**src/rtl/mem_stage_req.sv**
```systemverilog
// mem_stage_req: memory-access pipeline stage between EX and WB.
// Issues data-memory accesses over a req/addr_ok/data_ok handshake with a
// single outstanding request, replicates store data across byte lanes,
// supports flush with in-flight cancellation and captures load data for WB.
// Optional feature macro: MEM_ALE_EN (misaligned-address detection, out_ale).
//
// state  | meaning
// IDLE   | no request outstanding; may issue data_req
// WAIT   | request accepted, waiting for data_data_ok
// DONE   | response received but WB stalled; load data held
// CANCEL | flushed while outstanding; drain and drop the response
module mem_stage_req #(
  parameter logic [31:0] PC_RESET = 32'h1c000000,
  parameter int          DEST_W   = 5,
  parameter int          OP_W     = 8
) (
  input  logic              clk,
  input  logic              rst,
  input  logic              in_valid,
  output logic              in_ready,
  output logic              out_valid,
  input  logic              out_ready,
  input  logic              flush,
  input  logic [31:0]       in_pc,
  input  logic [31:0]       in_result,
  input  logic [OP_W-1:0]   in_mem_op,
  input  logic              in_res_from_mem,
  input  logic              in_gr_we,
  input  logic [DEST_W-1:0] in_dest,
  input  logic [31:0]       in_wdata,
  output logic              data_req,
  output logic              data_wr,
  output logic [1:0]        data_size,
  output logic [3:0]        data_wstrb,
  output logic [31:0]       data_addr,
  output logic [31:0]       data_wdata,
  input  logic              data_addr_ok,
  input  logic              data_data_ok,
  input  logic [31:0]       data_rdata,
  output logic [31:0]       out_pc,
  output logic [31:0]       out_result,
  output logic [OP_W-1:0]   out_mem_op,
  output logic              out_res_from_mem,
  output logic              out_gr_we,
  output logic [DEST_W-1:0] out_dest,
`ifdef MEM_ALE_EN
  output logic              out_ale,
`endif
  output logic [31:0]       out_rdata
);

  localparam logic [1:0] IDLE   = 2'd0;
  localparam logic [1:0] WAIT   = 2'd1;
  localparam logic [1:0] DONE   = 2'd2;
  localparam logic [1:0] CANCEL = 2'd3;

  logic [1:0]  state;
  logic [31:0] hold_rdata;
  logic        is_mem, is_byte, is_half, is_word;
  logic        ale, req_raw, ready_go, load_payload;

  assign is_mem  = |in_mem_op;
  assign is_byte = in_mem_op[0] | in_mem_op[3] | in_mem_op[5];
  assign is_half = in_mem_op[1] | in_mem_op[4] | in_mem_op[6];
  assign is_word = in_mem_op[2] | in_mem_op[7];

`ifdef MEM_ALE_EN
  assign ale = (is_half & in_result[0]) | (is_word & |in_result[1:0]);
`else
  assign ale = 1'b0;
`endif

  // Access request before flush gating; used to spot an acceptance racing a flush.
  assign req_raw  = in_valid & is_mem & (state == IDLE) & ~ale;
  assign data_req = req_raw & ~flush;

  assign ready_go = (state != CANCEL) &
                    (~is_mem | ale | (state == WAIT & data_data_ok) | (state == DONE));
  assign in_ready = ~rst & ~flush & (state != CANCEL) & (~in_valid | (ready_go & out_ready));
  assign load_payload = in_valid & ready_go & out_ready;

  assign data_wr   = |in_mem_op[7:5];
  assign data_addr = in_result;

  // Access size, byte strobes and lane-replicated store data.
  always_comb begin
    data_size  = 2'd0;
    data_wstrb = 4'b0000;
    data_wdata = in_wdata;
    if (is_word)      data_size = 2'd2;
    else if (is_half) data_size = 2'd1;
    if (in_mem_op[5]) begin
      data_wstrb = 4'b0001 << in_result[1:0];
      data_wdata = {4{in_wdata[7:0]}};
    end else if (in_mem_op[6]) begin
      data_wstrb = 4'b0011 << in_result[1:0];
      data_wdata = {2{in_wdata[15:0]}};
    end else if (in_mem_op[7]) begin
      data_wstrb = 4'b1111;
    end
  end

  // Handshake state machine.
  // addr_ok seen together with a flush is treated as a possibly committed
  // access, so its response is drained in CANCEL rather than left dangling.
  always_ff @(posedge clk) begin
    if (rst) begin
      state <= IDLE;
    end else begin
      case (state)
        IDLE: begin
          if (flush) begin
            if (req_raw & data_addr_ok) state <= CANCEL;
          end else if (data_req & data_addr_ok) begin
            state <= WAIT;
          end
        end
        WAIT: begin
          if (data_data_ok) begin
            if (flush | out_ready) state <= IDLE;
            else                   state <= DONE;
          end else if (flush) begin
            state <= CANCEL;
          end
        end
        DONE: begin
          if (flush | out_ready) state <= IDLE;
        end
        CANCEL: begin
          if (data_data_ok) state <= IDLE;
        end
        default: state <= IDLE;
      endcase
    end
  end

  // Holds load data while WB is stalled after the response arrived.
  always_ff @(posedge clk) begin
    if (rst) begin
      hold_rdata <= 32'd0;
    end else if (state == WAIT && data_data_ok && !out_ready && !flush) begin
      hold_rdata <= data_rdata;
    end
  end

  // Output valid toward WB.
  always_ff @(posedge clk) begin
    if (rst || flush) begin
      out_valid <= 1'b0;
    end else if (out_ready) begin
      out_valid <= in_valid & ready_go & (state != CANCEL);
    end
  end

  // Payload registers toward WB.
  always_ff @(posedge clk) begin
    if (rst) begin
      out_pc           <= PC_RESET;
      out_result       <= 32'd0;
      out_mem_op       <= '0;
      out_res_from_mem <= 1'b0;
      out_gr_we        <= 1'b0;
      out_dest         <= '0;
      out_rdata        <= 32'd0;
`ifdef MEM_ALE_EN
      out_ale          <= 1'b0;
`endif
    end else if (load_payload) begin
      out_pc           <= in_pc;
      out_result       <= in_result;
      out_mem_op       <= in_mem_op;
      out_res_from_mem <= in_res_from_mem;
      out_gr_we        <= in_gr_we;
      out_dest         <= in_dest;
`ifdef MEM_ALE_EN
      out_ale          <= ale;
`endif
      if (state == WAIT)      out_rdata <= data_rdata;
      else if (state == DONE) out_rdata <= hold_rdata;
    end
  end

endmodule

```
**config.mk**
```make
export PLATFORM = sky130hd
export DESIGN_NAME = mem_stage_req
export DESIGN_NICKNAME = d
export VERILOG_FILES = /design/src/rtl/mem_stage_req.sv
export SDC_FILE = /design/constraint.sdc
export NUM_CORES = 1
export LEC_CHECK = 0
export CAP_MARGIN = 10
export CELL_PAD_IN_SITES_DETAIL_PLACEMENT = 1
export CELL_PAD_IN_SITES_GLOBAL_PLACEMENT = 1
export CORE_MARGIN = 2
export CORE_UTILIZATION = 29
export DETAILED_ROUTE_END_ITERATION = 16
export PLACE_DENSITY_LB_ADDON = 0.1
export RECOVER_POWER = 100
export SYNTH_ARGS = -nofsm -noshare
export SYNTH_HDL_FRONTEND = slang
export SYNTH_SLANG_ARGS = --single-unit
export TNS_END_PERCENT = 50
```
**constraint.sdc**
```tcl
create_clock -name clk -period 2.2 [get_ports clk]
set_input_delay 0.22 -clock clk [delete_from_list [all_inputs] [get_ports clk]]
set_output_delay 0.22 -clock clk [all_outputs]
set_load 0.1 [all_outputs]
```
== Yosys cells after proc, flatten, opt, wreduce, memory -nomap -nowiden ==
Cells that the tools add are included.
Word-level totals
  flip-flop bits (word level): 146
  input port bits: 150
  word-level logic and storage cells: 76
Operators by class
  eq/ne operators: 9
  shifts and indexed selects: 2
  muxes and demuxes: 18
  bitwise gates (word level): 25
  reductions and logical operators: 12
Operators with widths (count)
  32-bit 2-to-1 mux: 4
  2-bit 2-to-1 mux: 9
  1-bit AND: 14
  4-bit 2-to-1 mux: 3
  2-bit case mux with 4 select lines: 1
  8-bit OR reduction: 1
  1-bit OR: 7
  3-bit by 2-bit != test with 1-bit output (second input constant): 2
  5-bit AND reduction: 1
  2-bit == test (second input constant): 2
  2-bit != test (second input constant): 2
  1-bit NOT: 4
  1-bit by 2-bit << shifter with 4-bit output (first input constant): 1
  2-bit by 2-bit << shifter with 4-bit output (first input constant): 1
  1-bit logical AND: 3
  3-bit != test (second input constant): 1
  3-bit OR reduction: 1
  2-bit by 1-bit == test with 1-bit output (second input constant): 1
  1-bit logical NOT: 2
  2-bit logical NOT: 1
  2-bit by 1-bit != test with 1-bit output (second input constant): 1
  2-bit AND reduction: 1
  2-bit nonzero test: 1
  1-bit logical OR: 1
  1-bit 2-to-1 mux: 1

== Depth between registers and ports, before layout ==
  word-level depth: 8
  gate-level depth with buffers: 8

== Worst setup path before layout ==
Ideal clock, no wire load.
  path kind: input port to output port
  start point: in in_mem_op[5]
  end point: out in_ready
  data arrival time: 3.518 ns
  data required time: 1.980 ns
  slack: -1.538 ns
  cell stages on the path: 6
  cells stage by stage: buf_2 > or4_4 > o21ai_4 > buf_2 > nand3_1 > a21boi_0
On the way
  longest elaborated chain between the ends: 8
Ends and longest elaborated chain
  start: declaration: line 26  | input logic [OP_W-1:0] in_mem_op,
  8-bit OR reduction: line 62  | assign is_mem = |in_mem_op;
  1-bit NOT: line 78  | (~is_mem | ale | (state == WAIT & data_data_ok) | (state == DONE));
  1-bit OR (2 in series): line 78
  1-bit AND: line 77  | assign ready_go = (state != CANCEL) &
  1-bit AND: line 79  | assign in_ready = ~rst & ~flush & (state != CANCEL) & (~in_valid | (ready_go & out_ready));
  1-bit OR: line 79
  1-bit AND: line 79
  end: declaration: line 20  | output logic in_ready,
Every way passes these cells.

== Worst setup path after layout ==
  start point: in in_mem_op[7]
  end point: out in_ready
The elaborated chain is that of the path after synthesis.

==> results.py <==
metrics = {
    "clocking": {
        "cts_made_buffers": 17,
        "clkTransAtPathRegs_ns": 0.06,
        "cts.hold.buffers_added": 0,
        "tritoncts": "yes",
        "max-clock-path-buffers": 2,
        "htree_levels": 4,
        "clock_sinks": 146,
        "clock_tree.root_cell": "clkbuf_16",
        "insertion_delay_ns": 0.43,
    },
    "power": {
        "cellPowerDensity_mw_per_mm2": 967,
        "power.static_leakage_nw": 3.80,
        "fin_total_pwr_mw": 9.74,
        "power.ir.vdd_worst_v": 0.000557,
    },
    "route": {
        "drt_iter0_markers": 202,
        "avgViaCountPerCell": 4.56,
        "finalWirelength_microns": 23100,
        "drc": 0,
        "vias": 6396,
        "dr_pass1_iterations": 4,
        "ant_nets": 0,
        "avgRoutedWirePerCell_microns": 16.5,
    },
    "setup_path": {
        "regToRegSetupSlack_ns": 0.20,
        "crit-reg2reg-capture": "out_mem_op[0]",
        "worstPathRequired_ns": 1.98,
        "critPathKind": "primary input to primary output",
        "timing.critical_path.slowest_cell_delay_ns": 0.55,
        "startpoint_type": "primary input",
        "crit_path_end_kind": "primary output",
        "timing.rr.start": "state[1]",
        "worst_setup_path_startpoint": "in_mem_op[7]",
        "worstPathMaxFanout": 3,
        "timing.critical_path.arrival_ns": 1.90,
        "cp_cell_instances": "clkdlybuf4s50_1, or4_4, o21ai_4, nand3_1, a21boi_2, buf_12",
        "worst_r2r_path_depth": 8,
        "critical_path.slowest_cell": "or4_4",
    },
    "place": {
        "port-buffer-count": 334,
        "dp_hpwl_microns": 16900,
        "globalplace.congestion": 0.736,
    },
    "floorplanning": {
        "die_area_sq_mm": 0.0249,
        "placeableCoreArea_sq_mm": 0.0233,
        "start_util": 0.294,
        "pin_count": 335,
        "standard_cell_rows": 56,
        "floorplan.die.height_microns": 158,
        "die_w_microns": 158,
    },
    "global_routing": {
        "globalRoute.totalOverflow": 0,
        "globalRouteTotalUtil": 0.177,
        "grt_antenna_before_repair": 2,
        "vias_in_the_first_global_route": 6288,
        "grt_first_pass_wirelength_microns": 34400,
        "grt_max_degree": 75,
    },
    "synthesis": {
        "ys_ff_latch": 146,
        "async_reset_ff_frac": 0,
        "synthDominantCellAreaShare": 0.426,
        "synth_fa_ha_area_frac": 0.0164,
        "synthXorXnorAreaFrac": 0,
        "synth_sequential_area_ratio": 0.426,
        "synthDominantAreaCellType": "dfxtp_1",
        "synth_warnings": 0,
        "synth_cell_types": 33,
        "synth_top_flop_cell": "dfxtp_1",
        "syn-cell-area_sq_mm": 0.00686,
        "yosys-mux-area-fraction": 0.190,
        "synth_most_common_cell": "nand2_1",
        "synth-edff-count": 0,
        "synth-compound-area-share": 0.112,
        "yosys-top-cells-count": "232 x nand2_1, 146 x dfxtp_1, 121 x mux2i_1",
        "postSynthNetCount": 948,
        "synth.avg_cell_area_sq_um": 8.69,
        "synth.top_cells.by_area": "dfxtp_1 43%, mux2i_1 18%, nand2_1 13%",
        "synth_simple_gate_area_frac": 0.147,
        "synthCells": 789,
        "synth_top_family_by_area": "multiplexers",
    },
    "worst_hold_path": {
        "worst_hold_path.endpoint": "out_mem_op[3]",
        "holdCritPathClass": "primary input to flop",
        "min_delay_path_depth": 3,
        "hold_path.startpoint": "in_mem_op[3]",
    },
    "run_status": {
        "outcome": "finished, final reports clean",
    },
    "sta": {
        "grt_setup_unrepaired": "no",
        "final.setup_skew_ns": 0.00846,
        "slew_violations": 0,
        "hold-worst-slack_ns": 0.202,
        "worst_slew_margin_rel": 0.180,
        "timing_worst_slew_pin_value_ns": 1.23,
        "f_max_mhz": 471,
        "final.min_clock_period_ns": 2.12,
        "finalCritPeriodShare": 0.965,
        "hold_viol": 0,
        "finalSetupViolations": 0,
    },
    "finish": {
        "final_net_count": 1228,
        "seqCellArea_sq_mm": 0.00292,
        "area_growth_from_synthesis_to_layout_pct": 46.9,
        "nFillCells": 2781,
        "multi_input_area_sq_mm": 0.00322,
        "drive_above_1_share": 0.152,
    },
    "run": {
        "max_cap_violations": 0,
    },
}
-- per-layer routing --
metal  GRT usage  wire length (microns)
met1       0.211                   9860
met2       0.296                  11000
met3      0.0616                   1790
met4      0.0580                    414
met5           0                     12
-- cell usage in the layout, fill, tap and decap left out, types with 3 or more instances in the layout --
cell type	count
nand2_1	232
dfxtp_1	145
clkdlybuf4s50_1	142
mux2i_1	121
clkbuf_1	85
clkbuf_2	76
a21oi_1	67
a211oi_1	32
buf_12	26
o21ai_0	22
clkbuf_16	17
inv_1	14
buf_4	14
nor2_1	9
ha_1	8
mux2_1	7
buf_1	7
dlygate4sd2_1	6
inv_6	5
clkbuf_4	4
nor2b_1	3
clkinv_4	3
-- stage by stage --
stage	instances	setup TNS [ns]	area, sq um	setup slack [ns]	util
global placement	1368	-17.22	10200	-0.205	0.439
finish	1402	0	10100	0.0775	0.432
CTS	1402	0	10800	0.000827	0.464
global route	1401	0	10100	0.00743	0.432
detailed placement	1368	-20.33	10200	-0.240	0.439
floorplan	789	-10.32	6860	-0.690	-
-- kinds of logic after synthesis --
group | Yosys count
buffers and inverters | 118
AO/OA/AOI/OAI | 130
AND/OR/NAND/NOR | 257
flip-flops | 146
multiplexers | 129
adder cells (fa/ha/maj) | 9
-- timing repair --
action | in CTS | in global routing
setup buffers | 2 | 0
endpoints found under the setup margin | 1 | 1
gates resized for setup | 9 | 1
pin swaps | 4 | 3
cloned | 0 | 0
-- where the power goes --
group          switching (mW)  internal [mW]
clock network            1.27           1.62
registers               0.114           2.83
logic                    2.82           1.08
total                    4.20           5.54
-- sequential cells by signal, summed over array words and instances (netlist names) --
name              flops
hold_rdata           32
out_dest              5
out_gr_we             1
out_mem_op            8
out_pc               32
out_rdata            32
out_res_from_mem      1
out_result           32
out_valid             1
state                 2
-- worst max path at each step --
stage / cells after the start / end / slack, ns
after floorplan: 3 / data_wdata[14] / -0.69
after global placement: 6 / out_mem_op[3] / -0.21
after detailed placement: 6 / out_mem_op[0] / -0.24
after CTS: 7 / in_ready / 0.0008
after global routing: 6 / in_ready / 0.007
final: 6 / in_ready / 0.08
-- worst max-delay path: cells and delay by family --
| family | cells | cell delay (ns) |
|---|---|---|
| compound gates | 2 | 0.39 |
| buf+inv | 2 | 0.62 |
| simple gates | 2 | 0.66 |
-- final cells by class --
class | instances | share of cell area
flip-flops and latches | 146 | 0.290
clock buffers | 18 | 0.0436
clock inverters | 14 | 0.0142
multi-input cells | 525 | 0.319
inverters | 15 | 0.00584
repair buffers | 364 | 0.287
diodes | 1 | 0.000248
well taps | 319 | 0.0396
Note: power is estimated with default switching activity, not from simulation.
